**config.mk**
```make
export PLATFORM = sky130hd
export DESIGN_NAME = multicycle_datapath
export DESIGN_NICKNAME = d
export VERILOG_FILES = /design/src/rtl/multicycle_datapath_pkg.sv /design/src/rtl/multicycle_regfile.sv /design/src/rtl/multicycle_datapath.sv
export SDC_FILE = /design/constraint.sdc
export NUM_CORES = 2
export LEC_CHECK = 0
export ABC_AREA = 1
export CORE_MARGIN = 5
export CORE_UTILIZATION = 60
export CTS_CLUSTER_SIZE = 16
export DETAILED_ROUTE_END_ITERATION = 10
export PLACE_DENSITY_LB_ADDON = 0.08
export SLEW_MARGIN = 20
export SYNTH_ARGS = -nofsm -noshare
export SYNTH_HDL_FRONTEND = slang
export SYNTH_SLANG_ARGS = --single-unit
```
**constraint.sdc**
```tcl
create_clock -name clk -period 63 [get_ports clk]
set_input_delay 9.45 -clock clk [delete_from_list [all_inputs] [get_ports clk]]
set_output_delay 9.45 -clock clk [all_outputs]
set_load 0.03 [all_outputs]
```
**src/rtl/multicycle_datapath_pkg.sv**
```systemverilog
// Shared encodings for the multicycle ARM datapath and its control unit.
// The control unit imports this same package, so both sides use one set of codes:
//   ALU operations, Result mux selects, ALU B-operand selects,
//   immediate formats, and the R15 register index.
package multicycle_datapath_pkg;

  localparam logic [1:0] ALU_ADD = 2'b00;
  localparam logic [1:0] ALU_SUB = 2'b01;
  localparam logic [1:0] ALU_AND = 2'b10;
  localparam logic [1:0] ALU_ORR = 2'b11;

  localparam logic [1:0] RES_ALUOUT    = 2'b00;
  localparam logic [1:0] RES_DATA      = 2'b01;
  localparam logic [1:0] RES_ALURESULT = 2'b10;

  localparam logic [1:0] SRCB_WD   = 2'b00;
  localparam logic [1:0] SRCB_IMM  = 2'b01;
  localparam logic [1:0] SRCB_FOUR = 2'b10;

  localparam logic [1:0] IMM_8    = 2'b00;
  localparam logic [1:0] IMM_12   = 2'b01;
  localparam logic [1:0] IMM_BR   = 2'b10;
  localparam logic [1:0] IMM_ZERO = 2'b11;

  localparam logic [3:0] R15_IDX = 4'd15;

endpackage

```
**src/rtl/multicycle_regfile.sv**
```systemverilog
// Register file R0-R14 for the multicycle datapath.
// Ports:
//   clk, rst      : clock, asynchronous active-high reset (clears R0-R14)
//   we, wa, wd    : synchronous write port; writes addressed to R15 are dropped
//   ra1, ra2      : combinational read addresses
//   r15           : value returned when a read addresses R15
//   rd1, rd2      : combinational read data (old value on same-cycle write)
module multicycle_regfile
  import multicycle_datapath_pkg::*;
#(
  parameter int DW = 32
) (
  input  logic          clk,
  input  logic          rst,
  input  logic          we,
  input  logic [3:0]    wa,
  input  logic [DW-1:0] wd,
  input  logic [3:0]    ra1,
  input  logic [3:0]    ra2,
  input  logic [DW-1:0] r15,
  output logic [DW-1:0] rd1,
  output logic [DW-1:0] rd2
);

  logic [DW-1:0] regs [15];

  // R15 is not stored here: the PC path owns it.
  always_ff @(posedge clk or posedge rst) begin
    if (rst) begin
      for (int i = 0; i < 15; i++) regs[i] <= '0;
    end else if (we && (wa != R15_IDX)) begin
      regs[wa] <= wd;
    end
  end

  assign rd1 = (ra1 == R15_IDX) ? r15 : regs[ra1];
  assign rd2 = (ra2 == R15_IDX) ? r15 : regs[ra2];

endmodule

```
**src/rtl/multicycle_datapath.sv**
```systemverilog
// Datapath half of the multicycle ARM core. Holds PC, IR, R0-R14 and the
// non-architectural latches (Data, A, WriteData, ALUOut); all sequencing
// comes from the control unit through the strobes below.
// Optional build macro: ROTATE_IMM_EN -- ImmSrc=00 produces the ARM rotated
// immediate (IR[7:0] rotated right by 2*IR[11:8]) instead of a zero-extend.
// Ports:
//   clk, Reset          : clock, asynchronous active-high reset
//   PCWrite, RegWrite, IRWrite, AdrSrc, ResultSrc, ALUSrcA, ALUSrcB,
//   ImmSrc, RegSrc, ALUCtrl : control strobes from the control unit
//   ReadData            : memory read data
//   Adr, WriteData      : memory address and store data (B latch)
//   Cond, Op, Funct, Rd : instruction fields for decode
//   ALUFlags            : {N,Z,C,V} of the current ALU result (combinational)
module multicycle_datapath
  import multicycle_datapath_pkg::*;
#(
  parameter int            DW       = 32,
  parameter logic [DW-1:0] PC_RESET = '0
) (
  input  logic          clk,
  input  logic          Reset,
  input  logic          PCWrite,
  input  logic          RegWrite,
  input  logic          IRWrite,
  input  logic          AdrSrc,
  input  logic [1:0]    ResultSrc,
  input  logic          ALUSrcA,
  input  logic [1:0]    ALUSrcB,
  input  logic [1:0]    ImmSrc,
  input  logic [1:0]    RegSrc,
  input  logic [1:0]    ALUCtrl,
  input  logic [DW-1:0] ReadData,
  output logic [DW-1:0] Adr,
  output logic [DW-1:0] WriteData,
  output logic [3:0]    Cond,
  output logic [1:0]    Op,
  output logic [5:0]    Funct,
  output logic [3:0]    Rd,
  output logic [3:0]    ALUFlags
);

  logic [DW-1:0] pc, ir, data, a, alu_out;
  logic [DW-1:0] rd1, rd2, ext_imm, src_a, src_b, b_eff, alu_result, result;
  logic [DW:0]   sum;
  logic [3:0]    ra1, ra2;
  logic          arith;

  function automatic logic [DW-1:0] extend(input logic [23:0] imm, input logic [1:0] src);
    logic [DW-1:0] imm8;
`ifdef ROTATE_IMM_EN
    logic [2*DW-1:0] dbl;
`endif
    imm8 = {{(DW-8){1'b0}}, imm[7:0]};
    case (src)
      IMM_8: begin
`ifdef ROTATE_IMM_EN
        // Rotate right by shifting a doubled copy; the low half is the result.
        dbl    = {imm8, imm8} >> {imm[11:8], 1'b0};
        extend = dbl[DW-1:0];
`else
        extend = imm8;
`endif
      end
      IMM_12:  extend = {{(DW-12){1'b0}}, imm[11:0]};
      IMM_BR:  extend = {{(DW-26){imm[23]}}, imm[23:0], 2'b00};
      default: extend = '0;
    endcase
  endfunction

  assign Cond  = ir[31:28];
  assign Op    = ir[27:26];
  assign Funct = ir[25:20];
  assign Rd    = ir[15:12];

  assign ra1 = RegSrc[0] ? R15_IDX : ir[19:16];
  assign ra2 = RegSrc[1] ? ir[15:12] : ir[3:0];

  multicycle_regfile #(.DW(DW)) u_regfile (
    .clk (clk),
    .rst (Reset),
    .we  (RegWrite),
    .wa  (ir[15:12]),
    .wd  (result),
    .ra1 (ra1),
    .ra2 (ra2),
    .r15 (result),
    .rd1 (rd1),
    .rd2 (rd2)
  );

  assign ext_imm = extend(ir[23:0], ImmSrc);
  assign src_a   = ALUSrcA ? pc : a;

  always_comb begin
    case (ALUSrcB)
      SRCB_WD:   src_b = WriteData;
      SRCB_IMM:  src_b = ext_imm;
      SRCB_FOUR: src_b = DW'(4);
      default:   src_b = '0;
    endcase
  end

  // SUB is SrcA + ~SrcB + 1, so carry-out is NOT borrow.
  always_comb begin
    arith = (ALUCtrl == ALU_ADD) || (ALUCtrl == ALU_SUB);
    b_eff = (ALUCtrl == ALU_SUB) ? ~src_b : src_b;
    sum   = {1'b0, src_a} + {1'b0, b_eff} + {{DW{1'b0}}, (ALUCtrl == ALU_SUB)};
    case (ALUCtrl)
      ALU_AND: alu_result = src_a & src_b;
      ALU_ORR: alu_result = src_a | src_b;
      default: alu_result = sum[DW-1:0];
    endcase
    ALUFlags[3] = alu_result[DW-1];
    ALUFlags[2] = (alu_result == '0);
    ALUFlags[1] = arith & sum[DW];
    ALUFlags[0] = arith & (src_a[DW-1] == b_eff[DW-1]) & (sum[DW-1] != src_a[DW-1]);
  end

  always_comb begin
    case (ResultSrc)
      RES_DATA:      result = data;
      RES_ALURESULT: result = alu_result;
      default:       result = alu_out;
    endcase
  end

  assign Adr = AdrSrc ? result : pc;

  // Step boundary: every latch below is the hand-off to the next cycle.
  always_ff @(posedge clk or posedge Reset) begin
    if (Reset) begin
      pc        <= PC_RESET;
      ir        <= '0;
      data      <= '0;
      a         <= '0;
      WriteData <= '0;
      alu_out   <= '0;
    end else begin
      data      <= ReadData;
      a         <= rd1;
      WriteData <= rd2;
      alu_out   <= alu_result;
      if (IRWrite) ir <= ReadData;
      if (PCWrite) pc <= result;
    end
  end

endmodule

```
==> impl_metrics.toml <==
[synthesis]
synth-edff-count = 0
synth-simple-area-share = 0.1969
syn_nets = 5033
synthMuxAreaShare = 0.004683
yosysWarnings = 0
synthArstFlopShare = 1.000
synth_compound_area_frac = 0.2432
syn_area_per_cell_um2 = 7.557
seq_area_frac_synth = 0.4496
synth_area_um2 = 37410
ys_types = 67
synth_top_family_by_area = "compound AO/OA/AOI/OAI gates"
synth_adder_area_share = 0.01375
syn_inst = 4950
synth_flop_cell = "dfrtp_1"
ys_seq_elements = 672
synth_xor_xnor_area_share = 0.007961

[timing]
timing.hold.ws_ns = 0.4829
drv_slew = 0
fin_worst_skew_ns = 0.04027
fmax_ghz = 0.04009
finalSetupViolations = 0
fin_tns_setup_ns = 0
tightest_slew_ns = 1.239
slew_headroom = 0.1739
rsz0062_at_grt = "false"
period_share = 0.3959
post-route-min-period_ns = 24.94
hold_viol = 0

[worst_hold_path]
whs_path_depth = 2
worstHoldStart = "u_regfile.regs[464]"
hold_path_class = "flop to flop"

[floorplan]
die_h_um = 259.7
core_area_um2 = 61710
start_util = 0.6061
rows = 91
fp.dieW_um = 259.7
die-area_um2 = 67440
pin_count = 133

[final_layout]
multi_input_area_um2 = 17550
instances_no_fill = 5753
final_cell_mix = "1061 x nand2_1, 963 x o21ai_0, 671 x dfrtp_1"
nets = 4936
drive_above_1_share = 0.06679
syn_to_final_growth_pct = 10.39
layout_commonest_cell = "nand2_1"
fillerInstances = 5347
seqCellArea_um2 = 16820
post-route-cell-area_um2 = 41290
utilization = 0.6691

[global_routing]
first_global_vias = 35670
grt_max_degree = 183
grt_first_pass_wirelength_um = 225000
antenna_found_initial = 4
overflow = 0
grt_usage = 0.4402

[critical_path]
cp.arrival_ns = 15.49
cp-start-kind = "primary input"
endpoint_kind = "output port"
worstPathMaxFanout = 25
reg2regPathDepth = 12
cp-startpoint = "ALUCtrl[1]"
critical_path_required_ns = 53.55
worstSetupPathType = "primary input to output port"
timing.rr.start = "ir[14]"

[clocking]
clkSinkCount = 672
cts_hold_buf = 0
post_cts_resized = 0
cts_root_buf = "clkbuf_16"
clk_latency_ns = 0.63
cts_buffers = 73
cts_htree_levels = 3
cts.clk_slew.worst_paths_ns = 0.06
post_cts_buffers = 0
cts.path.max_buffers = 3
cts_tree = "built"

[detailed_routing]
dr.first_iter.drc_count = 6332
ant_nets = 0
viasPerCell = 6.614
via_count = 38050
drtPass1Iterations = 7
post_drt_wl_per_cell_um = 26.38
post-route-drc-count = 0
routed_wl_um = 151800

[run]
maxCapViolCount = 0

[power]
power.density_nw_per_um2 = 39.73
peakVddDrop_uv = 32.10
power_leakage_nw = 18.76

[place]
place_area_um2 = 38820
place.gp.congestion = 1.060
dp.cells = 5615
detailed_place_hpwl_um = 93920
portBuffers = 132

[outcome]
outcome = "finished clean"
path summary, 6_finish.rpt:
| kind | end | slack, ns |
|---|---|---|
| worst max-delay path | Adr[24] | 38.06 |
| worst min-delay path | u_regfile.regs[464] | 0.48 |
| worst max register to register | WriteData[22] | 58.19 |
| worst min register to register | u_regfile.regs[464] | 0.48 |
| max in group asynchronous | u_regfile.regs[32] | 51.33 |
| min in group asynchronous | data[2] | 9.38 |
report_power, final:
part / internal [mW] / switching [mW] / total (mW)
Clock: 0.260 / 0.185 / 0.446
Sequential: 0.569 / 0.103 / 0.673
Combinational: 0.168 / 0.355 / 0.523
flip-flops by register name, indices dropped and copies added, names as in the netlist:
register        flops
data               32
u_regfile.regs    480
pc                 32
WriteData          32
a                  32
ir                 32
alu_out            32
cell usage after synthesis (all sizes together) (34+ instances only):
cell type  count  area [um2]
nand2       1085        4165
nor2         302        1159
inv          351        1318
clkbuf       259       977.2
buf          137       805.8
dfrtp        672       16820
o21ai       1037        5265
nand3        330        1667
a21oi        352        1762
xor2          34       297.8
a221oi        34       304.0
o22ai         55       344.1
per-stage QoR:
stage	worst slack [ns]	power, mW
6_report	38.06	1.641
5_1_grt	37.85	1.721
4_1_cts	38.20	1.619
3_5_place_dp	38.23	1.175
3_3_place_gp	38.30	1.163
2_1_floorplan	34.71	0.9898
worst max-delay path, cell delays in order:
cell	delay (ns)
clkdlybuf4s50_1	0.47
buf_4	0.35
inv_2	0.06
nand2_1	0.56
inv_1	0.39
buf_4	0.34
xor2_1	0.19
ha_1	0.37
nand2_1	0.25
inv_1	0.07
a21oi_1	0.35
nand2_1	0.29
nand3_1	0.17
nand4_1	0.10
nand3_1	0.11
nand2_1	0.15
o21ai_0	0.25
o21ai_2	0.34
o21ai_0	0.45
clkdlybuf4s50_1	0.75
layout make-up:
class | instances | area share
Multi-Input combinational cell | 3521 | 0.4251
Sequential cell | 672 | 0.4073
Clock buffer | 104 | 0.05027
Timing Repair Buffer | 224 | 0.04921
Inverter | 361 | 0.03327
Tap cell | 837 | 0.02536
Clock inverter | 29 | 0.009181
Antenna cell | 5 | 0.0003030
kinds of logic after synthesis:
| logic type | Yosys count |
|---|---|
| compound gates | 1652 |
| xor+xnor | 34 |
| fa+ha+maj | 42 |
| buf+inv | 757 |
| flops | 672 |
| mux | 16 |
| simple gates | 1777 |
routing by layer:
metal | part of all wire | routed length (um) | track usage | up-vias
met5 | 0.000086 | 13 | 0 | -
met4 | 0.070 | 10640 | 0.2525 | 2
met3 | 0.14 | 21420 | 0.1480 | 632
met2 | 0.42 | 64350 | 0.6403 | 2928
met1 | 0.36 | 55330 | 0.5784 | 17900
li1 | - | - | - | 16590
Power figures use the tool's default switching activity.
